$ cat config.mk
export PLATFORM = sky130hd
export DESIGN_NAME = one_four_demux_reg
export DESIGN_NICKNAME = d
export VERILOG_FILES = /design/src/rtl/one_four_demux_reg.sv
export SDC_FILE = /design/constraint.sdc
export NUM_CORES = 1
export LEC_CHECK = 0
export CAP_MARGIN = 25
export CORE_AREA = 2 2 123 125
export DETAILED_ROUTE_END_ITERATION = 8
export DIE_AREA = 0 0 125 127
export HOLD_SLACK_MARGIN = 0.08
export PLACE_DENSITY = 0.78
export REMOVE_ABC_BUFFERS = 1
export SLEW_MARGIN = 30
export SYNTH_ARGS = -nofsm -noshare
export SYNTH_HDL_FRONTEND = slang
export SYNTH_SLANG_ARGS = --single-unit
$ cat constraint.sdc
create_clock -name clk -period 3.43 [get_ports clk]
set_input_delay 0.686 -clock clk [delete_from_list [all_inputs] [get_ports clk]]
set_output_delay 0.686 -clock clk [all_outputs]
set_load 0.02 [all_outputs]
$ cat src/rtl/one_four_demux_reg.sv
`default_nettype none
// ============================================================================
//  Module      : one_four_demux_reg
//  Description : Registered 1-to-4 demultiplexer with valid/ready handshake.
//                A single producer stream is steered, one transfer at a time,
//                into one of four consumer lanes chosen by in_sel. Every lane
//                owns a one-entry output buffer, so a stalled lane never
//                blocks traffic headed for the other lanes. Each lane also
//                keeps an 8-bit wrapping count of accepted transfers.
//
//  Ports
//    clk        : rising-edge clock
//    rst        : synchronous, active-high reset
//    in_data    : producer data (WIDTH bits)
//    in_sel     : destination lane 0..3
//    in_valid   : producer offers a transfer
//    in_ready   : block accepts the offered transfer (combinational)
//    out_data   : lane i data on [i*WIDTH +: WIDTH] (registered)
//    out_valid  : lane i buffer full (registered)
//    out_ready  : consumer i takes lane i this cycle
//    lane_cnt   : lane i accepted-transfer count on [i*8 +: 8] (registered)
//    busy       : any lane holding data
//
//  Revision    : 1.0 - initial release
// ============================================================================
module one_four_demux_reg #(
    parameter int WIDTH = 32
) (
    input  logic                 clk,
    input  logic                 rst,
    input  logic [WIDTH-1:0]     in_data,
    input  logic [1:0]           in_sel,
    input  logic                 in_valid,
    output logic                 in_ready,
    output logic [4*WIDTH-1:0]   out_data,
    output logic [3:0]           out_valid,
    input  logic [3:0]           out_ready,
    output logic [31:0]          lane_cnt,
    output logic                 busy
);

    localparam int c_LANES = 4;

    // Per-lane state
    logic [WIDTH-1:0] r_buf  [c_LANES];
    logic [c_LANES-1:0] r_full;
    logic [7:0]       r_cnt  [c_LANES];

    // Handshake decode
    logic               w_sel_full;
    logic               w_sel_out_ready;
    logic               w_accept;
    logic [c_LANES-1:0] w_load;
    logic [c_LANES-1:0] w_drain;

    // The selected lane can take new data when it is empty, or when it is
    // being emptied in this same cycle (drain and reload back to back).
    // Only the selected lane's out_ready participates, so a stalled lane
    // elsewhere never affects in_ready. Forced low during reset so nothing
    // the producer offers in the reset cycle counts as accepted.
    assign w_sel_full      = r_full[in_sel];
    assign w_sel_out_ready = out_ready[in_sel];
    assign in_ready        = !rst && (!w_sel_full || w_sel_out_ready);
    assign w_accept        = in_valid && in_ready;

    generate
        for (genvar i = 0; i < c_LANES; i++) begin : g_lane
            localparam logic [1:0] c_LANE_ID = 2'(i);

            assign w_load[i]  = w_accept && (in_sel == c_LANE_ID);
            // out_ready on an empty lane has no effect.
            assign w_drain[i] = r_full[i] && out_ready[i];

            // The buffer is written only on a load, and a load into a full
            // lane is only possible while that lane drains, so the presented
            // data stays stable until the consumer takes it.
            always_ff @(posedge clk) begin
                if (rst) begin
                    r_buf[i]  <= '0;
                    r_full[i] <= 1'b0;
                    r_cnt[i]  <= 8'd0;
                end else begin
                    if (w_load[i]) begin
                        r_buf[i]  <= in_data;
                        r_full[i] <= 1'b1;
                        r_cnt[i]  <= r_cnt[i] + 8'd1;   // wraps 255 -> 0
                    end else if (w_drain[i]) begin
                        r_full[i] <= 1'b0;
                    end
                end
            end

            assign out_data[i*WIDTH +: WIDTH] = r_buf[i];
            assign lane_cnt[i*8 +: 8]         = r_cnt[i];
        end
    endgenerate

    assign out_valid = r_full;
    assign busy      = |r_full;

endmodule
`default_nettype wire

# Yosys cells after proc, flatten, opt, wreduce, memory -nomap -nowiden
# Memory sizes are Yosys's and may differ from the RTL's.
# Cells that the tools add are included.
dict set report totals {
  mem_bits_rw 160
  elab_cells 75
  reg_bits 4
  out_inout_bits 166
  inputBits 41
  memories 2
}
dict set report classes {
  n_mux 34
  add_sub_neg 4
  eq_ne 3
  n_lt_le_gt_ge 1
  n_reduce_logical 19
  bitwise_logic 8
}
# name depth word_bits rd rd_clocked_by_memory_dff wr line
set mem_list {}
lappend mem_list {r_buf 4 32 4 0 4 45} ;# logic [WIDTH-1:0] r_buf [c_LANES];
lappend mem_list {r_cnt 4 8 4 0 4 47} ;# logic [7:0] r_cnt [c_LANES];
# operator n
set ops {}
lappend ops {{$mux W32} 4}
lappend ops {{$add A8 B1 Y8 const B} 4}
lappend ops {{$mux W8} 4}
lappend ops {{$mux W1} 24}
lappend ops {{$logic_and A1 B1 Y1} 10}
lappend ops {{$or A1 B1 Y1} 8}
lappend ops {{$reduce_bool A2 Y1} 4}
lappend ops {{$bmux W1 S2} 2}
lappend ops {{$eq A2 B2 Y1 const B} 2}
lappend ops {{$reduce_or A4 Y1} 1}
lappend ops {{$lt A2 B3 Y1 const B} 1}
lappend ops {{$eq A2 B1 Y1 const B} 1}
lappend ops {{$logic_not A1 Y1} 2}
lappend ops {{$logic_not A2 Y1} 1}
lappend ops {{$logic_or A1 B1 Y1} 1}

# Depth between registers and ports, before layout
dict set report depth {
  word_depth 11
  ltp_mapped 5
}

# Worst setup path before layout
# No wires, ideal clock.
dict set report synth_timing {
  path_kind {input to register}
  from {input port in_sel[1]}
  to {memory r_buf[0][0] (enable)}
  setup_slack_ns 0.530
  stages 4
  setup_ns 0.404
  n_path_buf 1
  arrival_time_ns 2.496
  cell_sequence {or3b_4 or3_1 buf_6 nand2b_1}
}
# item line
set synth_lines {}
lappend synth_lines {{start, declared} 32} ;# input logic [1:0] in_sel,
lappend synth_lines {{end, declared} 45}

# Final worst setup path
dict set report layout_timing {
  from {input port in_sel[1]}
  to {output port in_ready}
}
dict set report layout_via {
  elab_chain_cells 5
  word_cells_on_any_way 7
  cone_classes {mux (4); reduce/logical (3)}
}
# item line
set layout_rtl {}
lappend layout_rtl {{$bmux W1 S2} 61} ;# assign w_sel_full = r_full[in_sel];
lappend layout_rtl {{$mux W1 (not written as such)} 61}
lappend layout_rtl {{$logic_not A1 Y1} 63} ;# assign in_ready = !rst && (!w_sel_full || w_sel_out_ready);
lappend layout_rtl {{$logic_or A1 B1 Y1 (*)} 63}
lappend layout_rtl {{$logic_and A1 B1 Y1 (*)} 63}
lappend layout_rtl {{end, declared} 34} ;# output logic in_ready,
# Mark *: on every way between the ends. The rest lies on a longest branch, timed or not. The select of a mux whose other input is x is not followed.

==> impl.org <==
** Global route
- First-pass GRT wire length :: 25.0 mm
- Pin count of the biggest net entering global routing :: 41
- The via count of the first global-routing pass was 4404.
- Antenna violations before repair :: 0
- Summed over all layers, the global routing overflow is 0.
- Across every metal layer, demand over resource in global routing totals 0.209.

** Clock network
- Clock root buffer :: sky130_fd_sc_hd__clkbuf_16
- Count of hold-fix buffers inserted at cts :: 0
- TritonCTS created 17 clock buffers.
- Level count of the clock H-tree :: 4
- Worst skew pair latency :: 410 ps
- The number of gates resized after CTS was 0.
- No sink is reached through more buffers than the 2 on the longest clock path.
- After clock tree synthesis, the setup repair step added 0 buffers.
- Num Clock Sinks :: 164
- Clock-pin slew was measured on the worst setup and hold paths at 60 ps.
- TritonCTS clock tree :: yes

** Drt
- Remaining routing DRC violations :: 0
- Met2 layer wire length in the routed design :: 7.87 mm
- The detailed router put a total of 6.32 mm of wire on met1.
- Detailed-route vias per instance :: 5.07
- Summed over all layers, the routed wires come to 16.2 mm.
- Count of vias placed by the detailed router :: 4359
- The highest layer touched by signal routing is met4.
- WL/cell :: 18.9 um
- The first detailed-routing pass ran for 4 iterations.
- Count of routing violations after the opening detailed-route iteration :: 232
- After detailed routing, the met3 layer carries 1.83 mm of wire.
- Remaining antenna violation count :: 0

** STA
- Transition time of the tightest slew-check pin :: 400 ps
- The count of final max-slew check failures is 0.
- Setup violations remaining at the end of the flow were counted as 0.
- Aggregate negative setup slack :: 0 ps
- Fin. Hold Viols :: 0
- Worst rel slew slack :: 0.733
- Of the available clock period, the critical path in the final layout requires 0.929.
- Clock skew on the completed layout was measured at 6.71 ps.
- Peak Freq :: 0.314 GHz
- After layout, the minimum clock period comes to 3190 ps.
- RSZ-0062 raised after global routing :: no

** Critical path
- Data arrives at the worst endpoint at 2500 ps.
- Critical path endpoint category :: output pin
- The startpoint identified for the worst register-to-register timing path is out_valid[2].
- In this run the worst path has a maximum fanout of 7.
- Required time of the critical path :: 2740 ps
- CP startpoint :: in_sel[1]
- The worst setup path is launched from an input port.
- WS Path Type :: input port to output pin
- Setup slack on the worst reg-to-reg path comes out at 1670 ps.

** Cells and area
- Of the cells placed in the final design, the portion with a size suffix greater than 1 is 0.0815.
- Area taken by flip-flops and latches :: 0.00488 mm2
- Once layout is complete, the utilization of the core stands at 0.658.
- The repair_antennas step left the layout with diodes totalling 0.
- In the final design database the tool counted 707 nets.
- Summing all multi-input logic gate instances after layout gives 0.00161 mm2.
- Layout overhead on the synthesized area :: 44.6%
- Filler cell count in the final layout :: 1048

** Die
- After floorplanning, the core was sized to cover 0.0144 mm2.
- 207 I/O pins were placed.
- Initial standard-cell utilization of the core :: 0.455
- Width of the die :: 125 um
- The floorplan step defined a die boundary enclosing 0.0159 mm2.
- Die height :: 127 um
- Total number of placement rows :: 44

** Synth
- After synthesis the netlist holds a flip-flop and latch count of 164.
- Synthesis handed over a netlist of 440 instances.
- Seq/Total Area, Yosys :: 0.744
- Averaged over all synthesized cells, the footprint is 14.9 um2.
- Yosys warning count :: 0
- Mapped Area :: 0.00657 mm2
- After synthesis, the netlist uses 32 different library cells.

** Placement
- Routability-driven placement finished with a final weighted congestion of 0.809.
- Buffers placed on the I/O ports in this run total 206.
- DP HPWL :: 11.0 mm

** Power and ir drop
- Dividing total power by cell area gives a power density of 487 mW/mm2.
- Static leakage :: 3.46 nW
- Peak VDD IR :: 317 uV

** Min path
- The tightest min-delay check is of the register to register type.
- In this run the most critical hold path is launched from out_valid[2].

** Status
- The run finished with clean final reports.

** Job
- The tool flagged a number of max-cap violations equal to 0.
==> power by group <==
part           switching (mW)  internal, mW
Clock                   0.742          1.06
Combinational           0.263         0.223
Sequential             0.0457          2.29
==> cell usage after synthesis <==
cell type | instances | area share
sky130_fd_sc_hd__edfxtp_1 | 160 | 0.73
sky130_fd_sc_hd__and2_1 | 132 | 0.13
sky130_fd_sc_hd__nand3_1 | 18 | 0.014
sky130_fd_sc_hd__o21ai_0 | 16 | 0.012
sky130_fd_sc_hd__nor2_1 | 14 | 0.0080
sky130_fd_sc_hd__or3_1 | 14 | 0.013
sky130_fd_sc_hd__clkbuf_1 | 13 | 0.0074
sky130_fd_sc_hd__a21oi_1 | 10 | 0.0076
sky130_fd_sc_hd__nand2b_1 | 8 | 0.0076
sky130_fd_sc_hd__xor2_1 | 8 | 0.011
sky130_fd_sc_hd__dfxtp_1 | 4 | 0.012
sky130_fd_sc_hd__ha_1 | 4 | 0.0076
sky130_fd_sc_hd__inv_1 | 4 | 0.0023
sky130_fd_sc_hd__nand2_1 | 4 | 0.0023
sky130_fd_sc_hd__nand4_1 | 4 | 0.0038
sky130_fd_sc_hd__xnor2_1 | 4 | 0.0053
sky130_fd_sc_hd__a21oi_2 | 3 | 0.0040
sky130_fd_sc_hd__nor2b_1 | 3 | 0.0029
sky130_fd_sc_hd__and3_1 | 2 | 0.0019
sky130_fd_sc_hd__clkbuf_2 | 2 | 0.0015
sky130_fd_sc_hd__nor2_2 | 2 | 0.0019
sky130_fd_sc_hd__a221o_1 | 1 | 0.0015
sky130_fd_sc_hd__and3b_1 | 1 | 0.0013
sky130_fd_sc_hd__buf_6 | 1 | 0.0017
sky130_fd_sc_hd__mux2i_1 | 1 | 0.0015
sky130_fd_sc_hd__nand3b_1 | 1 | 0.0011
sky130_fd_sc_hd__nor2_4 | 1 | 0.0017
sky130_fd_sc_hd__nor3_1 | 1 | 0.00076
sky130_fd_sc_hd__nor3_4 | 1 | 0.0025
sky130_fd_sc_hd__nor3b_1 | 1 | 0.0011
sky130_fd_sc_hd__or3b_4 | 1 | 0.0017
sky130_fd_sc_hd__or4_1 | 1 | 0.0011
==> cells in the final DEF, fill, tap and decap left out, drive strengths merged <==
cell type,n
nand3b,1
and3,2
nand2,4
dfxtp,4
mux2i,1
or4,1
inv,5
buf,13
nor3b,1
and2,132
nand2b,8
xnor2,4
nand3,18
or3b,1
clkinvlp,3
and3b,1
o21ai,16
edfxtp,160
nand4,4
xor2,8
bufinv,2
or3,14
clkbuf,18
a221o,1
ha,4
clkinv,8
nor2b,3
a21oi,13
clkdlybuf4s50,206
nor2,17
nor3,2
==> critical path, cell delays in order <==
cell	delay (ps)
sky130_fd_sc_hd__clkdlybuf4s50_1	540
sky130_fd_sc_hd__nor2b_1	200
sky130_fd_sc_hd__a221o_1	330
sky130_fd_sc_hd__a21oi_1	120
sky130_fd_sc_hd__clkdlybuf4s50_1	610
==> kinds of logic after synthesis <==
family,share of synthesized area
AND/OR/NAND/NOR,0.193
multiplexers,0.00152
XOR/XNOR,0.0160
buffers and inverters,0.0130
adder cells (fa/ha/maj),0.00762
flip-flops,0.744
AO/OA/AOI/OAI,0.0253
==> state kept, by name, summed over array words and instances, names as in the netlist <==
name       cells
r_buf        128
r_cnt         32
out_valid      4
==> layout make-up <==
class,instances,area share
sequential,164,0.515
timing repair buffer,219,0.230
multi-input combinational,256,0.170
clock buffer,18,0.0452
tap,184,0.0243
clock inverter,14,0.0144
inverter,4,0.00158
==> per-layer routing <==
| layer | vias up | global-route usage |
|---|---|---|
| met5 | - | 0 |
| met4 | 0 | 0.0706 |
| met3 | 20 | 0.104 |
| met2 | 174 | 0.341 |
| met1 | 2145 | 0.242 |
| li1 | 2020 | - |
==> worst paths after layout <==
path | cells past startpoint | endpoint
setup / recovery | 5 | in_ready
hold / removal | 2 | out_valid[2]
setup reg to reg | 4 | r_buf[2][19]
hold reg to reg | 2 | out_valid[2]
==> stage by stage <==
step | cell area (um2) | setup WS, ps | power [mW] | hold slack [ps] | std cells
3_3_place_gp | 8930 | 282 | 2.86 | 501 | 827
6_report | 9490 | 243 | 4.63 | 527 | 859
5_1_grt | 9490 | 165 | 4.77 | 573 | 859
2_1_floorplan | 6500 | 447 | 2.57 | 560 | 424
4_1_cts | 9490 | 259 | 4.67 | 529 | 859
3_5_place_dp | 8930 | 265 | 2.87 | 517 | 827
(Power assumes the default switching activity.)
